### config.mk
export PLATFORM = sky130hd
export DESIGN_NAME = contador_nb_bloqueio
export DESIGN_NICKNAME = d
export VERILOG_FILES = /design/src/rtl/contador_nb_bloqueio.sv
export SDC_FILE = /design/constraint.sdc
export NUM_CORES = 1
export LEC_CHECK = 0
export ABC_CLOCK_PERIOD_IN_PS = 1900
export CAP_MARGIN = 20
export CORE_ASPECT_RATIO = 0.9
export CORE_MARGIN = 4
export CORE_UTILIZATION = 25
export DETAILED_ROUTE_END_ITERATION = 10
export DONT_BUFFER_PORTS = 1
export HOLD_SLACK_MARGIN = 0.06
export SYNTH_ARGS = -nofsm -noshare
export SYNTH_HDL_FRONTEND = slang
export SYNTH_SLANG_ARGS = --single-unit
### constraint.sdc
create_clock -name clk -period 1.9 [get_ports clk]
set_clock_uncertainty 0.05 [all_clocks]
set_input_delay 0.285 -clock clk [delete_from_list [all_inputs] [get_ports clk]]
set_output_delay 0.285 -clock clk [all_outputs]
set_load 0.01 [all_outputs]
### src/rtl/contador_nb_bloqueio.sv
// Failed-attempt counter with timed lockout for the DigiLock keypad path.
// Ports: clk, reset (async, active-low), add/clr events in; count, s, locked, lock_rem, unlock_p out.
module contador_nb_bloqueio #(
  parameter int WIDTH       = 4,
  parameter int MAX         = 3,
  parameter int LOCK_CYCLES = 8,
  parameter int LOCK_W      = 8
) (
  input  logic              clk,
  input  logic              reset,
  input  logic              add,
  input  logic              clr,
  output logic [WIDTH-1:0]  count,
  output logic              s,
  output logic              locked,
  output logic [LOCK_W-1:0] lock_rem,
  output logic              unlock_p
);

  localparam logic [WIDTH-1:0]  MAX_C = WIDTH'(MAX);
  localparam logic [WIDTH-1:0]  ONE_C = WIDTH'(1);
  localparam logic [LOCK_W-1:0] LC_C  = LOCK_W'(LOCK_CYCLES);
  localparam logic [LOCK_W-1:0] LONE  = LOCK_W'(1);

  typedef enum logic [1:0] {
    IDLE,
    COUNTING,
    LOCKED
  } state_t;

  state_t              state_q;
  logic [WIDTH-1:0]    count_q;
  logic                s_q;
  logic                locked_q;
  logic [LOCK_W-1:0]   rem_q;
  logic                unlock_q;
  logic [WIDTH-1:0]    inc;

  // count_q < MAX outside LOCKED, so inc never wraps
  assign inc = count_q + ONE_C;

  always_ff @(posedge clk or negedge reset) begin
    if (!reset) begin
      state_q  <= IDLE;
      count_q  <= '0;
      s_q      <= 1'b0;
      locked_q <= 1'b0;
      rem_q    <= '0;
      unlock_q <= 1'b0;
    end else begin
      unlock_q <= 1'b0;
      unique case (state_q)
        IDLE, COUNTING: begin
          if (clr) begin
            count_q <= '0;
            state_q <= IDLE;
          end else if (add) begin
            if (inc == MAX_C) begin
              count_q  <= MAX_C;
              s_q      <= 1'b1;
              locked_q <= 1'b1;
              rem_q    <= LC_C;
              state_q  <= LOCKED;
            end else begin
              count_q <= inc;
              state_q <= COUNTING;
            end
          end
        end
        LOCKED: begin
          // inputs are ignored for the whole window
          if (rem_q == LONE) begin
            count_q  <= '0;
            s_q      <= 1'b0;
            locked_q <= 1'b0;
            rem_q    <= '0;
            unlock_q <= 1'b1;
            state_q  <= IDLE;
          end else begin
            rem_q <= rem_q - LONE;
          end
        end
        default: begin
          count_q  <= '0;
          s_q      <= 1'b0;
          locked_q <= 1'b0;
          rem_q    <= '0;
          state_q  <= IDLE;
        end
      endcase
    end
  end

  assign count    = count_q;
  assign s        = s_q;
  assign locked   = locked_q;
  assign lock_rem = rem_q;
  assign unlock_p = unlock_q;

endmodule

After elaboration in Yosys (flattened, before gate mapping)
Index checks and enable logic that the tools add are counted.

Bits in registers: 16. Input bits: 4. Logic and storage cells: 43.

Add/subtract/negate cells: 2. Equal/unequal tests: 9. Muxes and demuxes: 22. Reductions and logical operators: 5.

Operators by type and width (count): $mux 8 (4); $mux 4 (4); $pmux 8 s2 (1); $eq 8x1->1 const B (1); $mux 2 (4); $ne 2x2->1 const B (4); $pmux 4 s2 (1); $sub 8x1->8 const B (1); $mux 1 (6); $add 4x1->4 const B (1); $eq 4x2->1 const B (1); $pmux 2 s2 (1); $reduce_and 4->1 (1); $ne 3x3->1 const B (1); $reduce_and 3->1 (1); $eq 2x1->1 const B (1); $eq 2x2->1 const B (1); $logic_not 2->1 (1); $pmux 1 s2 (1); $reduce_and 2->1 (1); $reduce_or 2->1 (1).

Depth between registers and ports, before layout
Gate-level depths: netlist of run 1.

Word-level depth: 6. Gate-level depth with buffers: 6.

Least setup slack after synthesis of run 1
Ideal clock, no wire load.

Path type: reg2reg. From: register count_q[1], in the netlist count[1]. To: register rem_q[6], in the netlist lock_rem[6]. Setup time: 0.126 ns. Data arrival time: 1.708 ns. Data required time: 1.724 ns. Setup slack: 0.017 ns. Stages on the path, launching flop included: 6. Path buffers: 0. Path through: dfrtp_1 ha_1 and4_1 a21oi_1 o41a_1 a221o_1.

Cells in the longest elaborated chain, start to end: 4.

RTL lines: from (decl) (RTL line 32) `logic [WIDTH-1:0] count_q;`; from (signal assigned) (RTL line 65) `count_q <= inc;`; $add 4x1->4 (RTL line 40) `assign inc = count_q + ONE_C;`; $eq 4x2->1 (RTL line 58) `if (inc == MAX_C) begin`; $ne 2x2->1 (no source line); $reduce_and 3->1 (no source line); to (signal assigned) (RTL line 80) `rem_q <= rem_q - LONE;`; to (decl) (RTL line 35) `logic [LOCK_W-1:0] rem_q;`.

Every way passes these cells. A chain may end at the register's enable or synchronous reset.

Worst setup path after layout of run 1
From: register count_q[0], in the netlist count[0]. To: register rem_q[7], in the netlist lock_rem[7].

The elaborated chain is that of the path after synthesis.

==> results of run 1 <==
-- Yosys cell counts, types with 2 or more instances --
master | number | area, um^2
a22o_1 | 2 | 17.52
nand2_1 | 6 | 22.52
xnor2_1 | 2 | 17.52
a21oi_1 | 5 | 25.02
ha_1 | 4 | 50.05
nand3_1 | 3 | 15.01
a221o_1 | 2 | 20.02
nor3_1 | 2 | 10.01
o21ai_0 | 7 | 35.03
inv_1 | 8 | 30.03
nor2_1 | 6 | 22.52
dfrtp_1 | 16 | 400.4
o21ba_2 | 2 | 20.02
nor2b_1 | 2 | 12.51
a31oi_1 | 3 | 18.77
-- cell type report --
type | count | area [um^2]
repair buffers | 21 | 163.9
multi-input cells | 67 | 511.7
flip-flops and latches | 16 | 402.9
well taps | 44 | 55.05
inverters | 8 | 30.03
clock buffers | 3 | 41.29
fillers | 357 | 2248
-- critical path, delay by kind of cell, from the launching register on --
kind | cells | cell delay [ns]
AO/OA/AOI/OAI | 3 | 0.70
adder cells (fa/ha/maj) | 1 | 0.19
buffers and inverters | 1 | 0.14
flip-flops | 1 | 0.44
AND/OR/NAND/NOR | 1 | 0.25
-- registers in the layout, indices dropped and copies added (netlist names) --
name	count
unlock_p	1
state_q	2
locked	1
lock_rem	8
count	4
-- cells in the final DEF (no fill, tap or decap), types with 2 or more instances in the layout --
master / instances
buf_4: 19
dfrtp_1: 14
inv_1: 8
o21ai_0: 7
nor2_1: 6
nand2_1: 6
a21oi_1: 4
nand3_1: 3
a31oi_1: 3
clkbuf_8: 3
o21ba_2: 2
nor3_1: 2
a221o_1: 2
xnor2_1: 2
a22o_1: 2
nor2b_1: 2
ha_1: 2
dfrtp_2: 2
-- kinds of logic (layout without fill, tap and decap cells) --
| family | Yosys count | count (layout) | share of synthesized area |
|---|---|---|---|
| fa+ha+maj | 4 | 4 | 0.05487 |
| mux | 1 | 1 | 0.01234 |
| simple gates | 28 | 28 | 0.1674 |
| flops | 16 | 16 | 0.4390 |
| buf+inv | 10 | 32 | 0.04664 |
| compound gates | 32 | 32 | 0.2606 |
| xor+xnor | 2 | 2 | 0.01921 |
-- routing by layer --
layer	GRT usage	share of wire	up-vias
li1	-	-	392
met1	0.1414	0.47	400
met5	0	0	-
met4	0.06338	0.022	0
met2	0.1594	0.46	21
met3	0.02752	0.051	5
-- worst paths after layout --
check,to,cells after the start
min,count[0]$_DFFE_PN0P_,1
max in group asynchronous,count[0]$_DFFE_PN0P_,1
max,lock_rem[7]$_DFFE_PN0P_,6
min reg2reg,count[0]$_DFFE_PN0P_,1
min in group asynchronous,locked$_DFFE_PN0P_,1
max reg2reg,lock_rem[7]$_DFFE_PN0P_,6
-- report_power, final --
part	internal, mW	total, mW	switching, mW
Clock	0.141	0.263	0.122
Combinational	0.416	0.866	0.450
Sequential	0.451	0.576	0.126
-- what timing repair did --
item | 4_1_cts | 5_1_grt
pin swaps | 2 | 5
endpoints found under the setup margin | 2 | 6
hold endpoints to repair | 16 | 0
hold buffers | 1 | 0
gates resized for setup | 2 | 8
setup buffers | 1 | 3
==> metrics.txt, run 1 <==
status completed; CTS H-Tree Depth 1; clock sink total 16; Total Die Area 0.004680 mm^2; crit path max fanout 7; Final Critical Period between 1.5 and 2 ns; Hold Path Class input port to register; Num CTS Buffers 3; die height ~65 um; Clk Latency, worst-skew pair between 0.2 and 0.3 ns; Die X about 70 um; total negative slack 0 ns; root buf cell clkbuf_8; HP Start add; fin. max-slew vios 0; CTS tree done; placed insts 151; Yosys reg bits 16; Critical Path End Type register; startpoint types register; Worst-Margin Slew 0.7909 ns; fmax roughly 0.53 GHz; total power 1.706 mW; Synth cell types 38; Total GRT Usage 0.1080; # setup viols final 0; Primary FF master, synth dfrtp_1; fin crit share 0.9874; flop-to-flop setup slack about 0.024 ns; Iteration-0 DRC Markers between 100 and 150; Post-synth EDFFs 0; synthesis-to-layout area growth 32.10%; Final Cell Area about 0.0012 mm^2; Req. time, crit path between 1.5 and 2 ns; core region area approximately 0.0035 mm^2; diodes inserted 0; first-pass GRT wire length roughly 3900 um; initial core utilization 0.2641; number of I/O port buffers 0; slowest stage delay, CP around 0.44 ns; CTS Buffer Depth 2; YS warnings 0; initial antenna violation count 0; Pre-Repair DR Iteration Count 4; Mapped Area approximately 910 um^2; CTS clk-pin slew, worst paths ~0.060 ns; final WL 2429 um; grt ovf 0; Non-Filler Instances between 150 and 200; DP Area 0.001075 mm^2; # DRC 0; final hold vios 0; Core Util, Final 0.3489; vias per cell 5.145; pwr/cell area roughly 1400 mW/mm^2; worst vdd ir about 270 uV; largest net degree at the start of global routing 17; Slew HR 0.4710; CP arrival 1.96 ns; critical path class register to register; Routed wire per std cell between 15 and 20 um; register area share after synthesis 0.4390; Final Wtd Congestion between 0.8 and 0.9; vias in the first global route roughly 750; Post-Synthesis Net Count between 100 and 150; Worst Hold Slack roughly 0.10 ns; FP Rows 20; share of layout cells above drive strength 1 0.3130; Final ANT Viol Nets 0; critical path cell sequence ha_4, buf_4, nor4b_4, a31oi_1, o41a_1, a221o_1; Critical R2R Launch count[0]$_DFFE_PN0P_; Final #Nets 125; CP max-delay cell dfrtp_2; Boundary Pins 19; vias 818; Syn Area/Cell 9.808 um^2; Post-Syn Instances between 90 and 100; max_cap viols 0; Worst Setup SP count[0]$_DFFE_PN0P_; hpwl dp roughly 1700 um; post-route setup slack 0.02392 ns; Leak about 0.53 nW; asr flop ratio synth 1.000; RSZ-0062 raised after global routing true; worst slack, placed -0.04091 ns
No activity file was read; power rests on OpenSTA's default activity.
==> run 2: changes to the inputs <==
--- a/config.mk
+++ b/config.mk
@@ -10,9 +10,12 @@
 export CORE_ASPECT_RATIO = 0.9
 export CORE_MARGIN = 4
 export CORE_UTILIZATION = 25
+export CTS_CLUSTER_SIZE = 12
 export DETAILED_ROUTE_END_ITERATION = 10
 export DONT_BUFFER_PORTS = 1
 export HOLD_SLACK_MARGIN = 0.06
+export MAX_ROUTING_LAYER = met4
+export SLEW_MARGIN = 20
 export SYNTH_ARGS = -nofsm -noshare
 export SYNTH_HDL_FRONTEND = slang
 export SYNTH_SLANG_ARGS = --single-unit
==> run 2 against run 1 <==
Sequential power about the same; clock power about the same; die area unchanged; non-clock buffer count stayed put; wire length up 0.25%; setup slack lost 0.0019 ns; cell count is the same; global-route usage grew 0.29 points; utilization is the same; largest cell class unchanged.
==> metrics.txt, run 2 (same netlist as run 1, synthesis figures left out) <==
status completed (unchanged); Iteration-0 DRC Markers 142 (was 141); Final Cell Area 0.001205 mm^2 (unchanged); grt ovf 0 (unchanged); Hold Path Class input port to register (unchanged); CTS H-Tree Depth 1 (unchanged); Leak 0.5323 nW (unchanged); fin. max-slew vios 0 (unchanged); Final Wtd Congestion 0.8641 (was 0.8507); hold path depth 1 (unchanged); Total GRT Usage 0.1109 (was 0.1080); vias in the first global route 744 (was 746); Non-Filler Instances 159 (unchanged); Req. time, crit path 1.99 ns (about the same); Final #Nets 125 (unchanged); final WL 2435 um (was 2429 um); core region area 0.003453 mm^2 (unchanged); Num CTS Buffers 3 (unchanged); crit path max fanout 7 (unchanged); diodes inserted 0 (unchanged); worst reg2reg path depth 5 (was 6); Routed wire per std cell 15.31 um (was 15.28 um); HP Start add (unchanged); pwr/cell area 1416 mW/mm^2 (about the same); CTS clk-pin slew, worst paths 0.06 ns (about the same); # DRC 0 (unchanged); Final ANT Viol Nets 0 (unchanged); fmax 0.5325 GHz (was 0.5330 GHz); Slew HR 0.4843 (was 0.4710); CP arrival 1.97 ns (was 1.96 ns); initial antenna violation count 0 (unchanged); RSZ-0062 raised after global routing true (unchanged); fin crit share 0.9884 (was 0.9874); critical path class register to register (unchanged); CTS Buffer Depth 2 (unchanged); die height 65.31 um (unchanged); worst vdd ir 265.9 uV (was 265.8 uV); share of layout cells above drive strength 1 0.3130 (unchanged); Largest register FFs 8 (unchanged); first-pass GRT wire length 3857 um (unchanged); Worst Setup SP count[0]$_DFFE_PN0P_ (unchanged); total negative slack 0 ns (unchanged); most frequent cells in the layout buf_4, dfrtp_1, inv_1, o21ai_0 (unchanged); Worst-Margin Slew 0.7710 ns (was 0.7909 ns); Final Critical Period 1.878 ns (was 1.876 ns); Critical Path End Type register (unchanged); max_cap viols 0 (unchanged); number of I/O port buffers 0 (unchanged); hpwl dp 1668 um (unchanged); vias 813 (was 818); Total Die Area 0.004680 mm^2 (unchanged); placed insts 151 (unchanged); startpoint types register (unchanged); # setup viols final 0 (unchanged); Die X 71.67 um (unchanged); Boundary Pins 19 (unchanged); most common cell after layout, fill and taps aside buf_4 (unchanged); root buf cell clkbuf_8 (unchanged); clock sink total 16 (unchanged); Clk Latency, worst-skew pair 0.25 ns (about the same); CTS tree done (unchanged); DP Area 0.001075 mm^2 (unchanged); Critical R2R Launch count[0]$_DFFE_PN0P_ (unchanged); synthesis-to-layout area growth 32.10% (unchanged); vias per cell 5.113 (was 5.145); Pre-Repair DR Iteration Count 4 (unchanged); FP Rows 20 (unchanged); initial core utilization 0.2641 (unchanged); largest net degree at the start of global routing 17 (unchanged); final hold vios 0 (unchanged)
-- run 2: cell counts in the layout (fill, tap and decap cells not counted) --
No cell type changed its count.
-- run 2: path summary, 6_finish.rpt --
| kind | end | slack (ns) |
|---|---|---|
| max | lock_rem[7]$_DFFE_PN0P_ | 0.02 |
| min | count[0]$_DFFE_PN0P_ | 0.11 |
| max reg2reg | lock_rem[7]$_DFFE_PN0P_ | 0.02 |
| min reg2reg | count[0]$_DFFE_PN0P_ | 0.52 |
| max in group asynchronous | count[0]$_DFFE_PN0P_ | 0.77 |
| min in group asynchronous | locked$_DFFE_PN0P_ | 0.50 |
-- run 2: layer usage --
layer | GRT usage | wire (um) | vias to the layer above
li1 | - | - | 391
met1 | 0.1442 | 1153 | 400
met2 | 0.1583 | 1131 | 17
met3 | 0.02446 | 97 | 5
met4 | 0.06338 | 53 | 0
met5 | - | 0 | -
-- run 2: worst max-delay path, cell delays in order (launching register included) --
cell and delay [ns]:
dfrtp_2 0.42, ha_4 0.17, and4_1 0.19, a21oi_2 0.04
o41a_1 0.54, a221o_1 0.36
-- run 2: area by class of cell --
cell class,instances,area (um^2)
multi-input cells,67,511.7
inverters,8,30.03
flip-flops and latches,16,402.9
fillers,357,2248
repair buffers,21,163.9
clock buffers,3,41.29
well taps,44,55.05
-- run 2: where the power goes --
part / switching (mW) / leakage (nW) / internal, mW
Clock: 0.124 / 0.0216 / 0.141
Combinational: 0.449 / 0.301 / 0.416
Sequential: 0.125 / 0.210 / 0.451
-- run 2: stage by stage --
step,hold WS (ns),power [mW],worst slack [ns],utilization
final,0.1056,1.706,0.02202,0.3489
after global routing,0.1131,1.835,-0.04516,0.3489
after CTS,0.1003,1.661,0.002152,0.3308
after detailed placement,-0.06022,1.376,-0.04091,0.3112
after global placement,-0.06011,1.355,0.02918,0.3112
after floorplan,-0.06059,1.055,0.01656,-
-- run 2: what timing repair did --
action / in CTS / in global routing
setup endpoints to repair: 2 / 6
hold buffers: 1 / 0
pin swaps: 2 / 5
gates cloned: 0 / 0
hold endpoints to repair: 16 / 0
setup buffers: 1 / 3
resized for setup: 2 / 8
==> variant: new RTL, flow settings as in run 2 <==
The parameter `LOCK_W` goes from 8 to 10.
--- a/src/rtl/contador_nb_bloqueio.sv
+++ b/src/rtl/contador_nb_bloqueio.sv
@@ -4,7 +4,7 @@
   parameter int WIDTH       = 4,
   parameter int MAX         = 3,
   parameter int LOCK_CYCLES = 8,
-  parameter int LOCK_W      = 8
+  parameter int LOCK_W      = 10
 ) (
   input  logic              clk,
   input  logic              reset,
Interface: changed (resized lock_rem); port bits go from 19 to 21. No check against the original RTL was run, so the function may have changed too.
==> variant against run 2 <==
Utilization shrank 2.9 points; wire length grew 11%; final area grew 9.8%; synthesized area grew 19%; worst setup slack gained 0.0013 ns; total power grew 13%; sequential cell count grew 2; critical path depth shrank 1; sequential share of layout area grew 0.81 points; die area grew 17%.
==> variant: results (changes against run 2) <==
* Synth top area cells: dfrtp_1 42%, o211ai_1 5.5%, ha_1 4.6%
* Routed wire per std cell at 15.3 um (-0.16%)
* HP Class: in2reg
* Number of fill cells at 418 (+17%)
* Pre-CTS setup slack at -0.0200 ns (+0.0209 ns)
* Critical path arrival at 1.97 ns (about the same)
* Worst-Margin Slew at 0.814 ns (+0.0426 ns)
* Vias per Instance at 5.45 (+6.6%)
* P_int at 1.09 mW (+8.4%)
* Total Routing Usage GR at 10.4% (-0.67 points)
* Max FFs per register at 10 (+2)
* Status: finished, final reports clean
* Metal3 WL at 207 um (+110%)
* M1 WL at 1160 um (+0.26%)
* Syn nets at 119 (+18%)
* Vias in the first global route at 899 (+21%)
* Final net count at 138 (+10%)
* DP Wirelength at 2020 um (+21%)
* Area post-placement at 0.00122 mm^2 (+13%)
* Pwr/cell area at 1460 mW/mm^2 (+3.0%)
* 1st-pass router iterations at 4 (unchanged)
* Initial antenna violation count at 0 (unchanged)
* Share of cells above drive strength 1 at 24.2% (-7.1 points)
* List of most frequent post-synthesis cells: 18 x dfrtp_1, 11 x inv_1, 8 x nand2_1, 8 x o211ai_1, 5 x nand3_1
* Ys async rst share at 100% (unchanged)
* Largest net degree at the start of global routing at 19 (+2)
* First-pass GRT wire length at 4450 um (+15%)
* Met2 Wirelength at 1310 um (+16%)
* Static Leakage at 0.541 nW (+1.6%)
* Count of cell types in the netlist at 37 (-2.6%)
* Max VDD drop at 0.309 mV (+16%)
* Worst-path fanout max at 6 (-1)
* Sequential fraction of the synthesis area at 41.6% (-2.3 points)
* Drt initial violations at 44 (-69%)
* Routability cong. at 0.842 (-2.6%)
* Buffers on Ports at 0 (unchanged)
-- variant: per-layer routing --
| layer | vias to the layer above | GRT usage [%] |
|---|---|---|
| met4 | 0 | 3.36 |
| met5 | - | - |
| met2 | 26 | 16.2 |
| met3 | 2 | 3.74 |
| met1 | 477 | 12.6 |
| li1 | 454 | - |
-- variant: repair_timing --
item	CTS	global route
resized for setup	0	8
pin swaps	1	1
setup endpoints to repair	3	12
hold buffers	2	0
setup buffers	0	1
hold endpoints to repair	19	0
-- variant: per-stage QoR --
step	power (mW)	cells
2_1_floorplan	1.22	111
3_5_place_dp	1.60	170
4_1_cts	1.88	175
5_1_grt	2.08	176
3_3_place_gp	1.56	170
6_report	1.93	176
-- variant: worst paths after layout --
| check | startpoint | endpoint | slack, ns | depth (start not counted) |
|---|---|---|---|---|
| setup / recovery | lock_rem[4] | count[0] | 0.02 | 4 |
| hold / removal | add | count[0] | 0.17 | 1 |
| setup reg to reg | lock_rem[4] | count[0] | 0.02 | 4 |
| hold reg to reg | lock_rem[3] | lock_rem[3] | 0.55 | 2 |
| max in group asynchronous | reset | lock_rem[5] | 0.73 | 1 |
| min in group asynchronous | reset | lock_rem[8] | 0.52 | 1 |
-- variant: critical path: stages (launching register included) --
cell and delay (ns):
dfrtp_2 0.44, or4_4 0.59, o31ai_4 0.37, nand3_2 0.10, o221a_1 0.20
-- variant: area by class of cell --
cell class	instances	share of cell area (%)
clock buffer	3	3.12
inverter	11	3.12
multi-input combinational	78	44.4
sequential	18	34.2
tap	48	4.54
timing repair buffer	18	10.6
-- variant: kinds of logic after synthesis --
family	count (synthesis)	synth area share (%)
AND/OR/NAND/NOR	40	22.2
AO/OA/AOI/OAI	30	20.7
flip-flops	18	41.6
buffers and inverters	15	7.62
adder cells (fa/ha/maj)	4	4.62
XOR/XNOR	3	2.43
multiplexers	1	0.924
-- variant: power by group through the flow --
| stage | clock (mW) | sequential [mW] | combinational, mW |
|---|---|---|---|
| after CTS | 0.274 | 0.682 | 0.920 |
| final | 0.269 | 0.695 | 0.965 |
| after global routing | 0.293 | 0.720 | 1.07 |
| after detailed placement | 0 | 0.688 | 0.907 |
| after global placement | 0 | 0.681 | 0.878 |
| after floorplan | 0 | 0.673 | 0.550 |
